[config.mk]
export PLATFORM = sky130hd
export DESIGN_NAME = seg7_serial_tx
export DESIGN_NICKNAME = d
export VERILOG_FILES = /design/src/rtl/seg7_serial_tx.sv
export SDC_FILE = /design/constraint.sdc
export NUM_CORES = 1
export LEC_CHECK = 0
export ABC_CLOCK_PERIOD_IN_PS = 4240
export CORE_AREA = 2 2 117 119
export DETAILED_ROUTE_END_ITERATION = 12
export DIE_AREA = 0 0 119 121
export GPL_ROUTABILITY_DRIVEN = 1
export PLACE_DENSITY = 0.89
export SETUP_SLACK_MARGIN = 0.3
export SLEW_MARGIN = 20
export SYNTH_ARGS = -nofsm -noshare
export SYNTH_HDL_FRONTEND = slang
export SYNTH_SLANG_ARGS = --single-unit
export TNS_END_PERCENT = 100
[constraint.sdc]
create_clock -name clk -period 4.24 [get_ports clk]
set_clock_uncertainty 0.1 [all_clocks]
set_input_delay 0.636 -clock clk [delete_from_list [all_inputs] [get_ports clk]]
set_output_delay 0.636 -clock clk [all_outputs]
set_load 0.05 [all_outputs]
[src/rtl/seg7_serial_tx.sv]
// Serializer for an 8-digit, active-low 7-segment display behind a 64-bit shift register.
// Frames are sent MSB first with a programmable shift clock, then latched.
module seg7_serial_tx #(
    parameter int CLK_DIV   = 2,
    parameter int BLINK_DIV = 25000000
) (
    input  logic        clk,
    input  logic        rst,
    input  logic        start,
    input  logic [31:0] Disp_num,
    input  logic [7:0]  point_in,
    input  logic [7:0]  LE_in,
    output logic        seg_clk,
    output logic        seg_sout,
    output logic        seg_latch,
    output logic        seg_clrn,
    output logic        busy,
    output logic        done
);

    localparam int           BW         = $clog2(BLINK_DIV);
    localparam logic [BW-1:0] BLINK_LAST = BW'(BLINK_DIV - 1);
    localparam logic [7:0]   DIV_LAST   = 8'(CLK_DIV - 1);

    typedef enum logic [1:0] {IDLE, LOAD, SHIFT, LATCH} state_t;

    state_t         state_q;
    logic [63:0]    frame_q, frame_d;
    logic [7:0]     div_q;
    logic [5:0]     bit_q;
    logic [BW-1:0]  blink_cnt_q;
    logic           blink_q;
    logic           seg_clk_q, seg_sout_q, seg_latch_q, seg_clrn_q, busy_q, done_q;

    // Segment pattern {g,f,e,d,c,b,a}, active-low.
    function automatic logic [6:0] hex_to_seg(input logic [3:0] h);
        case (h)
            4'h0: hex_to_seg = 7'h40;
            4'h1: hex_to_seg = 7'h79;
            4'h2: hex_to_seg = 7'h24;
            4'h3: hex_to_seg = 7'h30;
            4'h4: hex_to_seg = 7'h19;
            4'h5: hex_to_seg = 7'h12;
            4'h6: hex_to_seg = 7'h02;
            4'h7: hex_to_seg = 7'h78;
            4'h8: hex_to_seg = 7'h00;
            4'h9: hex_to_seg = 7'h10;
            4'hA: hex_to_seg = 7'h08;
            4'hB: hex_to_seg = 7'h03;
            4'hC: hex_to_seg = 7'h46;
            4'hD: hex_to_seg = 7'h21;
            4'hE: hex_to_seg = 7'h06;
            default: hex_to_seg = 7'h0E;
        endcase
    endfunction

    always_comb begin
        // NOTE: default assignment first so no path leaves frame_d unassigned (no latch).
        frame_d = '0;
        for (int i = 0; i < 8; i++) begin
            if (LE_in[i] && blink_q)
                frame_d[8*i +: 8] = 8'hFF;
            else
                frame_d[8*i +: 8] = {~point_in[i], hex_to_seg(Disp_num[4*i +: 4])};
        end
    end

    // Free-running blink phase, independent of frame activity.
    always_ff @(posedge clk or posedge rst) begin
        if (rst) begin
            blink_cnt_q <= '0;
            blink_q     <= 1'b0;
        end else if (blink_cnt_q == BLINK_LAST) begin
            blink_cnt_q <= '0;
            blink_q     <= ~blink_q;
        end else begin
            blink_cnt_q <= blink_cnt_q + 1'b1;
        end
    end

    // NOTE: non-blocking assignments so every register samples pre-edge values.
    always_ff @(posedge clk or posedge rst) begin
        if (rst) begin
            state_q     <= IDLE;
            frame_q     <= '0;
            div_q       <= '0;
            bit_q       <= '0;
            seg_clk_q   <= 1'b0;
            seg_sout_q  <= 1'b1;
            seg_latch_q <= 1'b0;
            seg_clrn_q  <= 1'b0;
            busy_q      <= 1'b0;
            done_q      <= 1'b0;
        end else begin
            seg_clrn_q <= 1'b1;
            done_q     <= 1'b0;
            case (state_q)
                IDLE: begin
                    if (start) begin
                        state_q <= LOAD;
                        busy_q  <= 1'b1;
                    end
                end
                LOAD: begin
                    // frame_q holds the not-yet-sent bits, next bit always at [63].
                    frame_q    <= {frame_d[62:0], 1'b0};
                    seg_sout_q <= frame_d[63];
                    div_q      <= '0;
                    bit_q      <= '0;
                    state_q    <= SHIFT;
                end
                SHIFT: begin
                    if (div_q != DIV_LAST) begin
                        div_q <= div_q + 8'd1;
                    end else begin
                        div_q <= '0;
                        if (!seg_clk_q) begin
                            seg_clk_q <= 1'b1;
                        end else begin
                            seg_clk_q <= 1'b0;
                            if (bit_q == 6'd63) begin
                                state_q     <= LATCH;
                                seg_sout_q  <= 1'b1;
                                seg_latch_q <= 1'b1;
                            end else begin
                                bit_q      <= bit_q + 6'd1;
                                seg_sout_q <= frame_q[63];
                                frame_q    <= {frame_q[62:0], 1'b0};
                            end
                        end
                    end
                end
                LATCH: begin
                    if (div_q != DIV_LAST) begin
                        div_q <= div_q + 8'd1;
                    end else begin
                        div_q       <= '0;
                        seg_latch_q <= 1'b0;
                        busy_q      <= 1'b0;
                        done_q      <= 1'b1;
                        state_q     <= IDLE;
                    end
                end
                default: state_q <= IDLE;
            endcase
        end
    end

    assign seg_clk   = seg_clk_q;
    assign seg_sout  = seg_sout_q;
    assign seg_latch = seg_latch_q;
    assign seg_clrn  = seg_clrn_q;
    assign busy      = busy_q;
    assign done      = done_q;

endmodule

* After elaboration in Yosys (flattened, before gate mapping)
Memory sizes are Yosys's and may differ from the RTL's. Index checks and enable logic that the tools add are counted. W data, S select, Z words.
Operators by class: reductions and logical operators 20, mux-type cells 39, equality and inequality tests 12, add/sub/neg operators 3, bitwise operators 10
Operators by type and width (number):
- $mux W64 | 3
- $pmux W64 S2 | 1
- $mux W8 | 9
- $add A25 B1 Y25 const B | 1
- $eq A25 B25 Y1 const B | 1
- $mux W25 | 1
- $mux W6 | 3
- $pmux W8 S2 | 1
- $ne A2 B2 Y1 const B | 6
- $pmux W6 S2 | 1
- $mux W1 | 11
- $mux W2 | 5
- $not A1 Y1 | 10
- $reduce_and A5 Y1 | 2
- $add A8 B1 Y8 const B | 1
- $logic_and A1 B1 Y1 | 8
- $ne A8 B1 Y1 const B | 1
- $pmux W2 S4 | 1
- $reduce_bool A2 Y1 | 4
- $add A6 B1 Y6 const B | 1
- $eq A6 B6 Y1 const B | 1
- $pmux W1 S2 | 3
- $reduce_and A3 Y1 | 2
- $eq A2 B2 Y1 const B | 2
- 5 further kinds | 5
Storage, ports and cells: input bits 51, memory bits (read-only) 896, flip-flop bits (word level) 112, logic and storage cells 104, memories kept 8
Memories:
- (no name shown) | words 16, bits a word 7, read ports 1, clocked after Yosys merged registers in 0, write ports 0, line 37 | case (h)
- (no name shown) | words 16, bits a word 7, read ports 1, clocked after Yosys merged registers in 0, write ports 0, line 37
- (no name shown) | words 16, bits a word 7, read ports 1, clocked after Yosys merged registers in 0, write ports 0, line 37
- (no name shown) | words 16, bits a word 7, read ports 1, clocked after Yosys merged registers in 0, write ports 0, line 37
- (no name shown) | words 16, bits a word 7, read ports 1, clocked after Yosys merged registers in 0, write ports 0, line 37
- (no name shown) | words 16, bits a word 7, read ports 1, clocked after Yosys merged registers in 0, write ports 0, line 37
- +2 memories

* Longest topological paths before layout
Gate-level depths: netlist (run 1).
depth after elaboration 5, mapped depth 8, mapped depth without buffers 6

* Worst setup path after synthesis (run 1)
Ideal clock, no wire load.
path kind register -> register, start register seg_clk_q (netlist: seg_clk), end register frame_q[30], clock period less this slack 2.361 ns, setup slack 1.879 ns, stages on the path, launching flop included 7, arrival time 2.136 ns, required time 4.015 ns, cell sequence dfrtp_1 nor4bb_1 nand3_1 o21ai_1 buf_2 buf_4 mux2_2
Between the ends: longest elaborated chain between the ends 2
RTL lines:
- start: declaration | line 33 | logic seg_clk_q, seg_sout_q, seg_latch_q, seg_clrn_q, busy_q, done_q;
- start signal: assignment | line 88 | seg_clk_q <= 1'b0;
- start signal: assignment | line 118 | seg_clk_q <= 1'b1;
- start signal: assignment | line 120 | seg_clk_q <= 1'b0;
- $ne A2 B2 Y1 (no source line)
- $reduce_and A4 Y1 (no source line)
- end signal: assignment | line 106 | frame_q <= {frame_d[62:0], 1'b0};
- end signal: assignment | line 128 | frame_q <= {frame_q[62:0], 1'b0};
- end: declaration | line 28 | logic [63:0] frame_q, frame_d;
No other way between the ends. A chain may end at the register's enable or synchronous reset.

* Final worst setup path (run 1)
start register div_q[0], end register frame_q[50]
Between the ends: longest elaborated chain between the ends 3
RTL lines:
- start: declaration | line 29 | logic [7:0] div_q;
- start signal: assignment | line 114 | div_q <= div_q + 8'd1;
- start signal: assignment | line 135 | div_q <= div_q + 8'd1;
- $ne A8 B1 Y1 | line 113 | if (div_q != DIV_LAST) begin
- $ne A2 B2 Y1 (no source line)
- $reduce_and A4 Y1 (no source line)
No other way between the ends.

==> results.toml, run 1 <==
[detailed_routing]
total_via_count_after_detailed_routing = 5874
drcViolationCount = 0
drt.antenna.violating_nets = 0
drt-vias-per-instance = 5.957
dr.first_iter.drc_count = 419
route.detailed.wl_per_inst_um = 16.02
drtPass1Iterations = 5
detail_route.wirelength_um = 15800

[sta]
timing.final.setup_violations = 0
final-hold-violation-count = 0
final.period_utilization = 0.7362
max_slew_margin = 0.3686
max_clock_freq_ghz = 0.3204
tightestPinTransition_ns = 0.9400
slew_violations = 0
finalCriticalPeriod_ns = 3.121
rsz_0062_raised_after_global_routing = "no"
fin_setup_tns_ns = 0

[hold_path]
hold_path.class = "flip-flop to flip-flop"

[setup_path]
critical_path_arrival_ns = 3.25
worst_r2r_endpoint = "frame_q[50]"
reg2reg_depth = 6
cp-startpoint = "div_q[0]"
worstSetupEndpoint = "frame_q[50]"
regToRegSetupSlack_ns = 1.12
path_max_fanout = 24
cp.required_ns = 4.37
worst_setup_ep_type = "flip-flop"
criticalPathCategory = "flip-flop to flip-flop"
rr_startpoint = "div_q[0]"
setup.worst_path.start_class = "flip-flop"

[power_and_ir_drop]
power_leakage_nw = 3.947
cellPowerDensity_mw_per_mm2 = 511.9
ir_drop_v = 0.0003687

[cts]
cts-buffers-inserted = 9
cts.repair_timing.setup_buffer_count = 0
worst_setup_hold_path_clk_slew_ns = 0.07
ctsResizeCount = 0
maximum_level_of_the_cts_h_tree = 3
cts_root_buf = "clkbuf_16"
cts_hold_repair.buffers = 0
tritoncts = "built"
worstSkewPairLatency_ns = 0.35
clock_tree.buffer_depth = 2
cts_num_sinks = 111

[floorplanning]
die_area_mm2 = 0.01440
vertical_die_dimension_um = 121
die_w_um = 119
placement_rows = 42
core_region_area_mm2 = 0.01309
floorplan.initialDensity = 0.5918
floorplan.io_pins = 57

[layout]
ff_latch_area_mm2 = 0.002779
layout.filler_cells = 952
syn_to_layout_area_delta_pct = 12.83
final_cell_count_no_fill = 986
multi_input_area_mm2 = 0.004568
final_nets = 921
drive_above_1_share = 0.1457
antenna_cells = 0

[grt]
number_of_global_route_vias_before_repair = 5705
antenna_found_initial = 0
grt_start_max_net_pins = 112
grt_usage = 0.2297
grt_first_pass_wirelength_um = 27420
grt-ovfl-total = 0

[yosys]
netlist_instances = 773
yosys.area_share.simple = 0.1466
mappedNetlistArea_mm2 = 0.007744
synth_xor_area_frac = 0.02714
netlist_top_cells_count = "110 x dfrtp_1, 71 x mux2_2, 65 x ha_1"
synth_top_family_by_area = "multiplexers"
postSynthRegisterBits = 111
async_flop_share = 1.000
ys_dominant_reg_cell = "dfrtp_1"
synth_largest_type_area_fraction = 0.3555
syn-num-nets = 889
number_of_warnings_printed_during_yosys_synthesis = 0
synth_most_common_cell = "dfrtp_1"
post_synth_mux_area_share = 0.1727
seq_area_frac_synth = 0.3589
number_of_enable_type_register_cells_in_the_synthesized_netlist = 0
cell_types_occupying_the_most_area_after_synthesis = "dfrtp_1 36%, ha_1 11%, mux2_2 10%"
yosysTopAreaCell = "dfrtp_1"
synth_adder_area_share = 0.1050
synth_compound_gate_area_share = 0.1351
synth.avg_cell_area_um2 = 10.02
synth_cell_type_count = 68

[placed_design]
gp_congestion = 0.8590
io_buffers = 56
dpl.cell_count = 970
place_hpwl_um = 10920

[flow_run]
maxCapViolCount = 0

[run_status]
status = "complete, no violations"
## per-stage QoR
step	total power, mW	instance area, um^2	hold WS (ns)	setup WS [ns]	util
after floorplan	3.119	7744	0.3636	0.5750	-
after global placement	3.468	8417	0.3813	1.354	0.6432
after detailed placement	3.553	8417	0.3914	1.230	0.6432
after CTS	4.481	8737	0.4047	1.178	0.6677
after global routing	4.777	8737	0.4256	0.8968	0.6677
final	4.473	8737	0.4041	1.119	0.6677
## per-layer routing
metal	track usage	wire length, um
met1	0.3189	7328
met2	0.3761	7598
met3	0.03571	549
met4	0.06324	320
met5	0	0
## cells in the final DEF (no fill, tap or decap), types with 6 or more instances in the layout
cell and instances:
nor3_1 11, o21ai_0 17, xor2_1 16, and3_1 6, nor2b_1 19, o31ai_1 6
a2bb2oi_1 16, xnor2_1 8, o22ai_1 8, clkdlybuf4s50_1 56, clkbuf_16 9, nand2b_1 10
a31oi_1 10, and2_1 8, nor2_1 42, a32oi_1 9, a21oi_1 27, a2111oi_0 6
nand3_1 23, a22oi_1 8, inv_1 61, mux4_2 7, nand2_1 40, ha_1 64
dfrtp_1 110, mux2i_1 38, mux2_2 71
## final cells by class
class                   instances  share of cell area
clock buffers                  10             0.02621
clock inverters                 6             0.01045
well taps                     176             0.02520
inverters                      63             0.02735
flip-flops and latches        111              0.3181
multi-input cells             559              0.5228
repair buffers                 61             0.06988
## cell families after synthesis
logic type,after synthesis
simple gates,207
flops,111
other cells,1
mux,116
fa+ha+maj,65
xor+xnor,24
buf+inv,103
compound gates,146
## registers in the layout, indices dropped and copies added, names as in the netlist
| signal | count |
|---|---|
| bit_q | 6 |
| state_q | 2 |
| seg_clrn | 1 |
| frame_q | 63 |
| blink_q | 1 |
| seg_latch | 1 |
| div_q | 8 |
| blink_cnt_q | 25 |
| seg_clk | 1 |
| seg_sout | 1 |
| done | 1 |
| busy | 1 |
## how the worst min path moves through the flow
| stage | depth (start not counted) | end | slack [ns] | startpoint |
|---|---|---|---|---|
| detailed placement | 1 | blink_cnt_q[23] | 0.39 | blink_cnt_q[23] |
| CTS | 1 | blink_cnt_q[23] | 0.40 | blink_cnt_q[23] |
| global placement | 1 | frame_q[51] | 0.38 | frame_q[51] |
| global route | 1 | frame_q[19] | 0.43 | frame_q[19] |
| finish | 1 | blink_cnt_q[23] | 0.40 | blink_cnt_q[23] |
| floorplan | 1 | blink_cnt_q[23] | 0.36 | blink_cnt_q[23] |
## critical path: stages (launching register included)
cell and delay, ns:
dfrtp_1 0.45, ha_1 0.21, nor4bb_1 0.49, nand3_1 0.27, o21ai_4 0.63, buf_4 0.45
mux2_2 0.39
## report_power, final
| group | leakage (nW) | internal, mW | switching, mW | total, mW |
|---|---|---|---|---|
| logic | 2.38 | 0.970 | 0.996 | 1.97 |
| registers | 1.41 | 1.41 | 0.187 | 1.60 |
| clock network | 0.157 | 0.523 | 0.389 | 0.912 |
| total | 3.95 | 2.90 | 1.57 | 4.47 |
(Power assumes the default switching activity.)
==> run 2: changes to the inputs <==
Settings changed: ABC_CLOCK_PERIOD_IN_PS 4240 to 3000.
Clock period 4.24 ns to 3 ns, I/O delays scaled along.
==> results.toml, run 2 (same netlist as run 1, synthesis figures left out) <==
[detailed_routing]
drt.antenna.violating_nets = 0
route.detailed.wl_per_inst_um = 15.77
drtPass1Iterations = 4
total_via_count_after_detailed_routing = 5834
dr.first_iter.drc_count = 373
detail_route.wirelength_um = 15640
drt-vias-per-instance = 5.881
drcViolationCount = 0

[setup_path]
critical_path_arrival_ns = 2.63
path_max_fanout = 34
setup.worst_path.start_class = "flip-flop"
worst_setup_ep_type = "flip-flop"
reg2reg_depth = 7
cp.required_ns = 3.14
criticalPathCategory = "flip-flop to flip-flop"

[layout]
commonest_non_fill_non_tap_cell_in_the_layout = "dfrtp_1"
antenna_cells = 0
syn_to_layout_area_delta_pct = 13.54
final_nets = 928
layout_top_registers = "frame_q (63), blink_cnt_q (25), div_q (8)"
largest-register = "frame_q"
drive_above_1_share = 0.1532
final_cell_count_no_fill = 992
number_of_flip_flops_in_the_largest_register = 63
final_cell_mix = "110 x dfrtp_1, 71 x mux2_2, 64 x ha_1, 61 x inv_1, 56 x clkdlybuf4s50_1"

[power_and_ir_drop]
internal_power_mw = 4.109
sw_frac_of_total = 0.3464
ir_drop_v = 0.0004509
clkPwrFrac = 0.191
power.switching_mw = 2.178
power_leakage_nw = 3.955
cellPowerDensity_mw_per_mm2 = 715.1
seq_power_share = 0.358
combPwrFrac = 0.451

[cts]
cts.repair_timing.setup_buffer_count = 0
maximum_level_of_the_cts_h_tree = 3
tritoncts = "built"
cts_root_buf = "clkbuf_16"
cts_num_sinks = 111
cts-buffers-inserted = 9
clock_tree.buffer_depth = 2
worstSkewPairLatency_ns = 0.36
ctsResizeCount = 0
worst_setup_hold_path_clk_slew_ns = 0.07
cts_hold_repair.buffers = 0

[flow_run]
maxCapViolCount = 0

[sta]
final.period_utilization = 0.8302
final-hold-violation-count = 0
max_clock_freq_ghz = 0.4015
slew_violations = 0
max_slew_margin = 0.6006
rsz_0062_raised_after_global_routing = "no"
tightestPinTransition_ns = 0.5991
timing.final.setup_violations = 0
finalCriticalPeriod_ns = 2.491
fin_setup_tns_ns = 0

[placed_design]
io_buffers = 56
dpl.cell_count = 977
gp_congestion = 0.8469
place_hpwl_um = 10950

[run_status]
status = "complete, no violations"

[hold_path]
holdPathStages = 1
hold_path.class = "flip-flop to flip-flop"

[grt]
number_of_global_route_vias_before_repair = 5707
antenna_found_initial = 0
grt_usage = 0.2246
grt-ovfl-total = 0
grt_first_pass_wirelength_um = 26450
grt_start_max_net_pins = 112

[floorplanning]
placement_rows = 42
floorplan.io_pins = 57
die_area_mm2 = 0.01440
die_w_um = 119
vertical_die_dimension_um = 121
floorplan.initialDensity = 0.5918
core_region_area_mm2 = 0.01309
==> run 2: cell types whose count changed in the layout (fill, tap and decap cells not counted) <==
cell,delta
buf_4,+5
inv_6,-2
inv_4,-1
nor4_4,-1
clkbuf_8,+2
nor4_2,+1
nor4bb_2,+1
bufinv_16,-1
clkinvlp_4,+2
nor4bb_1,-1
buf_12,+2
clkinv_4,-1
==> run 2: final cells by class <==
type	count	area (um^2)
timing repair buffer	68	688.2
clock buffer	12	256.5
sequential	111	2779
fill	938	4293
multi-input combinational	559	4566
tap	176	220.2
clock inverter	3	42.54
inverter	63	240.2
==> run 2: final timing paths <==
path	from	slack (ns)	endpoint
worst max-delay path	div_q[1]	0.51	frame_q[4]
worst min-delay path	blink_cnt_q[0]	0.40	blink_cnt_q[0]
worst max register to register	div_q[1]	0.51	frame_q[4]
worst min register to register	blink_cnt_q[0]	0.40	blink_cnt_q[0]
max in group asynchronous	rst	1.84	frame_q[52]
min in group asynchronous	rst	0.48	div_q[5]
==> run 2: worst max-delay path: stages, from the launching register on <==
cell and delay [ns]:
dfrtp_1 0.44, inv_1 0.09, ha_1 0.17, nor4bb_2 0.37
nand3_1 0.24, o21ai_4 0.33, buf_12 0.26, mux2_2 0.37
==> run 2: layer usage <==
layer	vias up	part of all wire	global-route usage
met1	2843	0.45	0.2836
met5	-	0	0
met2	104	0.50	0.3858
met4	0	0.025	0.09301
met3	29	0.030	0.03524
li1	2858	-	-
==> run 2: power groups by stage <==
| stage | registers, mW | clock network (mW) | logic [mW] |
|---|---|---|---|
| global placement | 2.24 | 0 | 2.71 |
| detailed placement | 2.27 | 0 | 2.81 |
| finish | 2.25 | 1.20 | 2.84 |
| CTS | 2.25 | 1.23 | 2.83 |
| global route | 2.31 | 1.29 | 3.09 |
| floorplan | 2.27 | 0 | 2.14 |
==> run 2: metrics by stage <==
step	util	power, mW	cell area [um^2]	hold slack [ns]	setup WS [ns]
4_1_cts	0.6714	6.314	8786	0.4020	0.4529
2_1_floorplan	-	4.408	7747	0.3636	0.6390
3_5_place_dp	0.6486	5.079	8487	0.3873	0.2867
5_1_grt	0.6719	6.686	8792	0.4168	0.3686
3_3_place_gp	0.6486	4.952	8487	0.3812	0.3409
6_report	0.6719	6.287	8792	0.3993	0.5095
